`src/rtl/sap1_pkg.sv`:
```
// sap1_pkg: shared SAP-1 opcodes, T-state ring encoding and control-word bit ordering.
// The control-word ordering is also consumed by the datapath top level.
package sap1_pkg;
    localparam int OP_W = 4;
    localparam int T_W  = 6;
    localparam logic [OP_W-1:0] OP_LDA = 4'b0000;
    localparam logic [OP_W-1:0] OP_ADD = 4'b0001;
    localparam logic [OP_W-1:0] OP_SUB = 4'b0010;
    localparam logic [OP_W-1:0] OP_JMP = 4'b0011;
    localparam logic [OP_W-1:0] OP_OUT = 4'b1110;
    localparam logic [OP_W-1:0] OP_HLT = 4'b1111;
    localparam int T1_I = 0;
    localparam int T2_I = 1;
    localparam int T3_I = 2;
    localparam int T4_I = 3;
    localparam int T5_I = 4;
    localparam int T6_I = 5;
    localparam int CW_CE = 0;
    localparam int CW_CO = 1;
    localparam int CW_LM = 2;
    localparam int CW_RO = 3;
    localparam int CW_II = 4;
    localparam int CW_IO = 5;
    localparam int CW_AI = 6;
    localparam int CW_AO = 7;
    localparam int CW_SU = 8;
    localparam int CW_EO = 9;
    localparam int CW_BI = 10;
    localparam int CW_OI = 11;
    localparam int CW_J  = 12;
    localparam int CW_W  = 13;
    typedef logic [CW_W-1:0] cw_t;
    localparam cw_t M_CE = cw_t'(1) << CW_CE;
    localparam cw_t M_CO = cw_t'(1) << CW_CO;
    localparam cw_t M_LM = cw_t'(1) << CW_LM;
    localparam cw_t M_RO = cw_t'(1) << CW_RO;
    localparam cw_t M_II = cw_t'(1) << CW_II;
    localparam cw_t M_IO = cw_t'(1) << CW_IO;
    localparam cw_t M_AI = cw_t'(1) << CW_AI;
    localparam cw_t M_AO = cw_t'(1) << CW_AO;
    localparam cw_t M_SU = cw_t'(1) << CW_SU;
    localparam cw_t M_EO = cw_t'(1) << CW_EO;
    localparam cw_t M_BI = cw_t'(1) << CW_BI;
    localparam cw_t M_OI = cw_t'(1) << CW_OI;
    localparam cw_t M_J  = cw_t'(1) << CW_J;
    typedef enum logic [T_W-1:0] {
        HALTED = 6'b000000,
        T1     = 6'b000001,
        T2     = 6'b000010,
        T3     = 6'b000100,
        T4     = 6'b001000,
        T5     = 6'b010000,
        T6     = 6'b100000
    } ring_t;
endpackage

```
`src/rtl/sap1_controller_sequencer_if.sv`:
```
// sap1_ctrl_if: opcode in, control word and T-state ring out of the SAP-1 controller.
interface sap1_ctrl_if;
    import sap1_pkg::*;
    logic [OP_W-1:0] opcode;
    logic CE, CO, LM, RO, II, IO, AI, AO, SU, EO, BI, OI, J, HLT;
    logic [T_W-1:0] t_state;
    modport master (input opcode,
                    output CE, CO, LM, RO, II, IO, AI, AO, SU, EO, BI, OI, J, HLT, t_state);
    modport slave  (output opcode,
                    input CE, CO, LM, RO, II, IO, AI, AO, SU, EO, BI, OI, J, HLT, t_state);
endinterface

```
`src/rtl/sap1_ring_counter.sv`:
```
// sap1_ring_counter: six-state one-hot T-cycle ring; halt parks it in the all-zero HALTED state.
module sap1_ring_counter
    import sap1_pkg::*;
(
    input  logic           clk,
    input  logic           reset_n,
    input  logic           halt,
    output logic [T_W-1:0] t_state
);
    ring_t state, state_nx;
    always_ff @(posedge clk or negedge reset_n) begin
        if (!reset_n) state <= T1;
        else          state <= state_nx;
    end
    always_comb begin
        state_nx = (halt || state == HALTED) ? HALTED : ring_t'({state[T_W-2:0], state[T_W-1]});
    end
    assign t_state = state;
endmodule

```
`src/rtl/sap1_controller_sequencer.sv`:
```
// sap1_controller_sequencer: SAP-1 control unit, decodes ring position and opcode into the control word.
// Define SAP1_JMP_EN to decode opcode 0011 as JMP; otherwise it is a NOP and J is tied low.
module sap1_controller_sequencer
    import sap1_pkg::*;
(
    input  logic        clk,
    input  logic        reset_n,
    sap1_ctrl_if.master bus
);
    logic [T_W-1:0]  ts;
    logic [OP_W-1:0] op;
    logic            is_alu, hlt_t4;
    cw_t             cw, cw_t4, cw_t5, cw_t6;
    assign op     = bus.opcode;
    assign is_alu = op == OP_ADD || op == OP_SUB;
    assign hlt_t4 = ts[T4_I] && op == OP_HLT;
    sap1_ring_counter u_ring (
        .clk     (clk),
        .reset_n (reset_n),
        .halt    (hlt_t4),
        .t_state (ts)
    );
    always_comb begin
        cw_t4 = (op == OP_LDA || is_alu) ? (M_IO | M_LM) : op == OP_OUT ? (M_AO | M_OI) : '0;
`ifdef SAP1_JMP_EN
        if (op == OP_JMP) cw_t4 = M_IO | M_J;
`endif
        cw_t5 = op == OP_LDA ? (M_RO | M_AI) : is_alu ? (M_RO | M_BI) : '0;
        cw_t6 = is_alu ? (M_EO | M_AI | (op == OP_SUB ? M_SU : '0)) : '0;
        cw    = ts[T1_I] ? (M_CO | M_LM) :
                ts[T2_I] ? M_CE :
                ts[T3_I] ? (M_RO | M_II) :
                ts[T4_I] ? cw_t4 :
                ts[T5_I] ? cw_t5 :
                ts[T6_I] ? cw_t6 : '0;
    end
    // an all-zero ring means HALTED, which keeps HLT high until reset
    assign bus.HLT     = ts == '0 || hlt_t4;
    assign bus.t_state = ts;
    assign bus.CE = cw[CW_CE];
    assign bus.CO = cw[CW_CO];
    assign bus.LM = cw[CW_LM];
    assign bus.RO = cw[CW_RO];
    assign bus.II = cw[CW_II];
    assign bus.IO = cw[CW_IO];
    assign bus.AI = cw[CW_AI];
    assign bus.AO = cw[CW_AO];
    assign bus.SU = cw[CW_SU];
    assign bus.EO = cw[CW_EO];
    assign bus.BI = cw[CW_BI];
    assign bus.OI = cw[CW_OI];
    assign bus.J  = cw[CW_J];
endmodule

```
`src/flat_wrapper.sv`:
```
// flat-port wrapper written by rule: the top's interface ports become plain ports
module sap1_controller_sequencer_flat import sap1_pkg::*;
  (clk, reset_n, bus_opcode, bus_CE, bus_CO, bus_LM, bus_RO, bus_II, bus_IO, bus_AI, bus_AO, bus_SU, bus_EO, bus_BI, bus_OI, bus_J, bus_HLT, bus_t_state);
  sap1_ctrl_if bus_i ();
  input  logic clk;
  input  logic reset_n;
  input wire logic [$bits(bus_i.opcode)-1:0] bus_opcode;
  output wire logic [$bits(bus_i.CE)-1:0] bus_CE;
  output wire logic [$bits(bus_i.CO)-1:0] bus_CO;
  output wire logic [$bits(bus_i.LM)-1:0] bus_LM;
  output wire logic [$bits(bus_i.RO)-1:0] bus_RO;
  output wire logic [$bits(bus_i.II)-1:0] bus_II;
  output wire logic [$bits(bus_i.IO)-1:0] bus_IO;
  output wire logic [$bits(bus_i.AI)-1:0] bus_AI;
  output wire logic [$bits(bus_i.AO)-1:0] bus_AO;
  output wire logic [$bits(bus_i.SU)-1:0] bus_SU;
  output wire logic [$bits(bus_i.EO)-1:0] bus_EO;
  output wire logic [$bits(bus_i.BI)-1:0] bus_BI;
  output wire logic [$bits(bus_i.OI)-1:0] bus_OI;
  output wire logic [$bits(bus_i.J)-1:0] bus_J;
  output wire logic [$bits(bus_i.HLT)-1:0] bus_HLT;
  output wire logic [$bits(bus_i.t_state)-1:0] bus_t_state;
  assign bus_i.opcode = bus_opcode;
  assign bus_CE = bus_i.CE;
  assign bus_CO = bus_i.CO;
  assign bus_LM = bus_i.LM;
  assign bus_RO = bus_i.RO;
  assign bus_II = bus_i.II;
  assign bus_IO = bus_i.IO;
  assign bus_AI = bus_i.AI;
  assign bus_AO = bus_i.AO;
  assign bus_SU = bus_i.SU;
  assign bus_EO = bus_i.EO;
  assign bus_BI = bus_i.BI;
  assign bus_OI = bus_i.OI;
  assign bus_J = bus_i.J;
  assign bus_HLT = bus_i.HLT;
  assign bus_t_state = bus_i.t_state;
  sap1_controller_sequencer u_core (.clk(clk), .reset_n(reset_n), .bus(bus_i));
endmodule
```
`config.mk`:
```
export PLATFORM = sky130hd
export DESIGN_NAME = sap1_controller_sequencer_flat
export DESIGN_NICKNAME = d
export VERILOG_FILES = /design/src/rtl/sap1_pkg.sv /design/src/rtl/sap1_controller_sequencer_if.sv /design/src/rtl/sap1_ring_counter.sv /design/src/rtl/sap1_controller_sequencer.sv /design/src/flat_wrapper.sv
export SDC_FILE = /design/constraint.sdc
export NUM_CORES = 1
export LEC_CHECK = 0
export ABC_CLOCK_PERIOD_IN_PS = 5050
export CAP_MARGIN = 5
export CORE_AREA = 2 2 39 41
export DETAILED_ROUTE_END_ITERATION = 10
export DIE_AREA = 0 0 41 43
export PLACE_DENSITY = 0.68
export SLEW_MARGIN = 10
export SYNTH_ARGS = -nofsm -noshare
export SYNTH_HDL_FRONTEND = slang
export SYNTH_SLANG_ARGS = --single-unit
```
`constraint.sdc`:
```
create_clock -name clk -period 5.05 [get_ports clk]
set_input_delay 0.7575 -clock clk [delete_from_list [all_inputs] [get_ports clk]]
set_output_delay 0.7575 -clock clk [all_outputs]
set_load 0.01 [all_outputs]
```
==> out/metrics.csv <==
stage,metric,value,unit
yosys,xor/xnor share of the synthesized area,2.22,%
worst_setup_path,worst endpoint required time,4.29,ns
placed_design,HPWL Detailed,833,um
drt,DRT Pass-1 Iters,2,
yosys,Syn Std Cell Area,394,um^2
placed_design,Inst Count DP,82,
sta,worst slew pin tran,0.526,ns
yosys,Netlist cell types,24,
layout,max FFs per register,6,
grt,first-pass GRT wire length,1.77,mm
worst_setup_path,Startpoint Class,input port,
placed_design,gp weighted congestion,0.706,
worst_setup_path,"Max FO, Critical Path",6,
worst_setup_path,cell breakdown of the critical path,clkdlybuf4s50_1 -> a211oi_1 -> nand2_1 -> o31ai_1 -> clkdlybuf4s50_1,
yosys,list of most frequent post-synthesis cells,"6 x nor2_1, 5 x dfrtp_1, 5 x nor2b_1",
layout,nets@finish,77,
yosys,Post-synth top flop,dfrtp_1,
worst_setup_path,Buf/Inv on CP,2,
floorplanning,effective utilization at floorplan,28.5,%
sta,unrepaired setup endpoints after global routing,false,
flow_run,max-cap check violation count,0,
sta,FMAX,302,MHz
sta,Max Transition Viols Final,0,
yosys,simple-gate share of the synthesized area,38.7,%
grt,initial antenna violation count,0,
yosys,asr flop ratio synth,100,%
layout,fin cells,86,
yosys,"top cells by area, synth","dfrtp_1 32%, nor2b_1 7.9%, dfstp_2 6.7%, buf_4 5.7%, nor2_1 5.7%",
drt,Vias/cell,4.87,
clocking,Bufs on Longest Clock Path,2,
drt,WL final,1.11,mm
drt,Via Count,419,
worst_setup_path,crit path DAT,2.56,ns
floorplanning,Chip Height,43,um
sta,Tmin final,3.31,ns
floorplanning,core footprint,1380,um^2
yosys,Avg Inst Size Synth,8.57,um^2
yosys,synth warn,0,
worst_setup_path,delay of the slowest critical-path stage,0.57,ns
yosys,largest family of logic cells by synthesized area,simple AND/OR/NAND/NOR gates,
yosys,post-synthesis mux area share,0,%
power_and_ir_drop,Pwr Density,236,nW/um^2
clocking,clk slew on worst S/H paths,0.05,ns
yosys,"count leader, synth",nor2_1,
grt,gr ovfl total,0,
clocking,buffers inserted by post-CTS timing repair,0,
sta,Final Cycle Share,65.6,%
floorplanning,I/O pin cnt,26,
worst_setup_path,CP most frequent cell,clkdlybuf4s50_1,
layout,antenna cells,0,
clocking,CTS tree,done,
yosys,post-synthesis net count,52,
min_path,class of the worst hold path,flip-flop to flip-flop,
layout,Syn-to-layout area delta,66.0,%
yosys,sequential fraction of the synthesis area,38.4,%
sta,Worst Skew,0.000424,ns
clocking,post-CTS resize count,0,
drt,WL/cell,12.9,um
worst_setup_path,"Largest delay share family, worst path",buffers and inverters,
clocking,Skew-Pair Late Insertion Delay,0.24,ns
grt,GR peak layer,met2,
placed_design,dpl ws,1.74,ns
sta,slew margin rel.,64.8,%
sta,final hold violation count,0,
power_and_ir_drop,Max IR drop VDD,0.000149,V
grt,vias in the first global route,408,
yosys,Compound-Gate Fraction of Synth Area,10.2,%
drt,Antenna Nets Post-Route,0,
yosys,post-synth top area share,31.7,%
yosys,cell taking the most area after synthesis,dfrtp_1,
drt,Remaining DRCs,0,
floorplanning,row count,14,
grt,grt met1 use,19.4,%
power_and_ir_drop,P_leak,0.255,nW
grt,GR Util met2,21.9,%
placed_design,PortBufs,24,
clocking,Post-CTS Hold Fix Bufs,0,
worst_setup_path,crit end category,primary output,
yosys,Post-Synth Adder-Cell Area,0,%
clocking,H-tree levels,1,
yosys,cell count after synthesis,46,
yosys,Post-synth EDFFs,0,
clocking,Clock Sinks,6,
grt,gr usage total,14.7,%
floorplanning,die area,1760,um^2
worst_setup_path,CP max-delay cell,clkdlybuf4s50_1,
clocking,CTS buffer count,3,
clocking,root buffer cell,clkbuf_4,
outcome,status,completed,
sta,setup_tns,0,ns
grt,met3 GRT Util,3.66,%
yosys,Yosys reg bits,6,
sta,final setup fails,0,
grt,largest net degree at the start of global routing,8,
layout,layout cells sized above 1,11.4,%
floorplanning,die width,41,um
drt,First DRT Iteration DRCs,4,
sta,setup slack after layout,1.74,ns
worst_setup_path,critical path class,input port to primary output,
worst_setup_path,R2R setup slack,3.81,ns
cell families after synthesis:
kind of cell | after synthesis
buffers and inverters | 7
and+or+nand+nor | 25
other | 1
DFF | 6
AOI/OAI and AO/OA | 6
xor gates and xnor gates | 1
worst register-to-register path, stage by stage, from the launching register on:
cell and delay (ns):
dfrtp_1 0.44, nand3_1 0.12, nor2_1 0.44, nor2b_1 0.10
layout make-up:
type                            count  area (um^2)
Fill cell                         146          729
Timing Repair Buffer               24          240
Multi-Input combinational cell     33          205
Sequential cell                     6          151
Clock buffer                        4         26.3
Tap cell                           16         20.0
Inverter                            3         11.3
where the power goes:
group          switching [mW]  internal, mW  total, mW
sequential            0.00479        0.0517     0.0565
combinational          0.0195        0.0299     0.0494
clock                  0.0185        0.0300     0.0486
cell usage in the layout (no fill, tap or decap):
cell	n
a211oi_1	1
a21o_1	1
a21oi_1	1
a31oi_1	2
and2_2	1
clkbuf_1	1
clkbuf_4	3
clkdlybuf4s50_1	24
conb_1	1
dfrtp_1	5
dfstp_2	1
inv_1	3
nand2_1	2
nand3_1	1
nand3b_1	1
nor2_1	6
nor2b_1	5
nor2b_2	1
nor3_1	1
nor3b_1	3
nor4_1	2
o31ai_1	1
or3_4	1
or4_4	1
xnor2_1	1
worst paths after layout:
path | start | endpoint | depth (start not counted)
setup / recovery | bus_opcode[1] | bus_LM | 5
hold / removal | u_core.u_ring.t_state[5]$_DFF_PN0_ | u_core.u_ring.t_state[0]$_DFF_PN1_ | 1
setup reg to reg | u_core.u_ring.t_state[3]$_DFF_PN0_ | u_core.u_ring.t_state[2]$_DFF_PN0_ | 3
hold reg to reg | u_core.u_ring.t_state[5]$_DFF_PN0_ | u_core.u_ring.t_state[0]$_DFF_PN1_ | 1
max in group asynchronous | reset_n | u_core.u_ring.t_state[0]$_DFF_PN1_ | 1
min in group asynchronous | reset_n | u_core.u_ring.t_state[2]$_DFF_PN0_ | 1
layer usage:
layer  vias to the layer above  share of wire, %
met5                         -                 0
li1                        202                 -
met4                         0                 0
met3                         0               9.0
met2                        19                49
met1                       198                42
per-stage QoR:
step,cell area (um^2),hold WS (ns),util (%),power (mW)
after floorplan,394,0.462,-,0.0799
after global routing,654,0.586,47.3,0.164
final,654,0.540,47.3,0.154
after CTS,654,0.544,47.3,0.158
after global placement,628,0.534,45.4,0.106
after detailed placement,628,0.539,45.4,0.107
(Power assumes the default switching activity.)
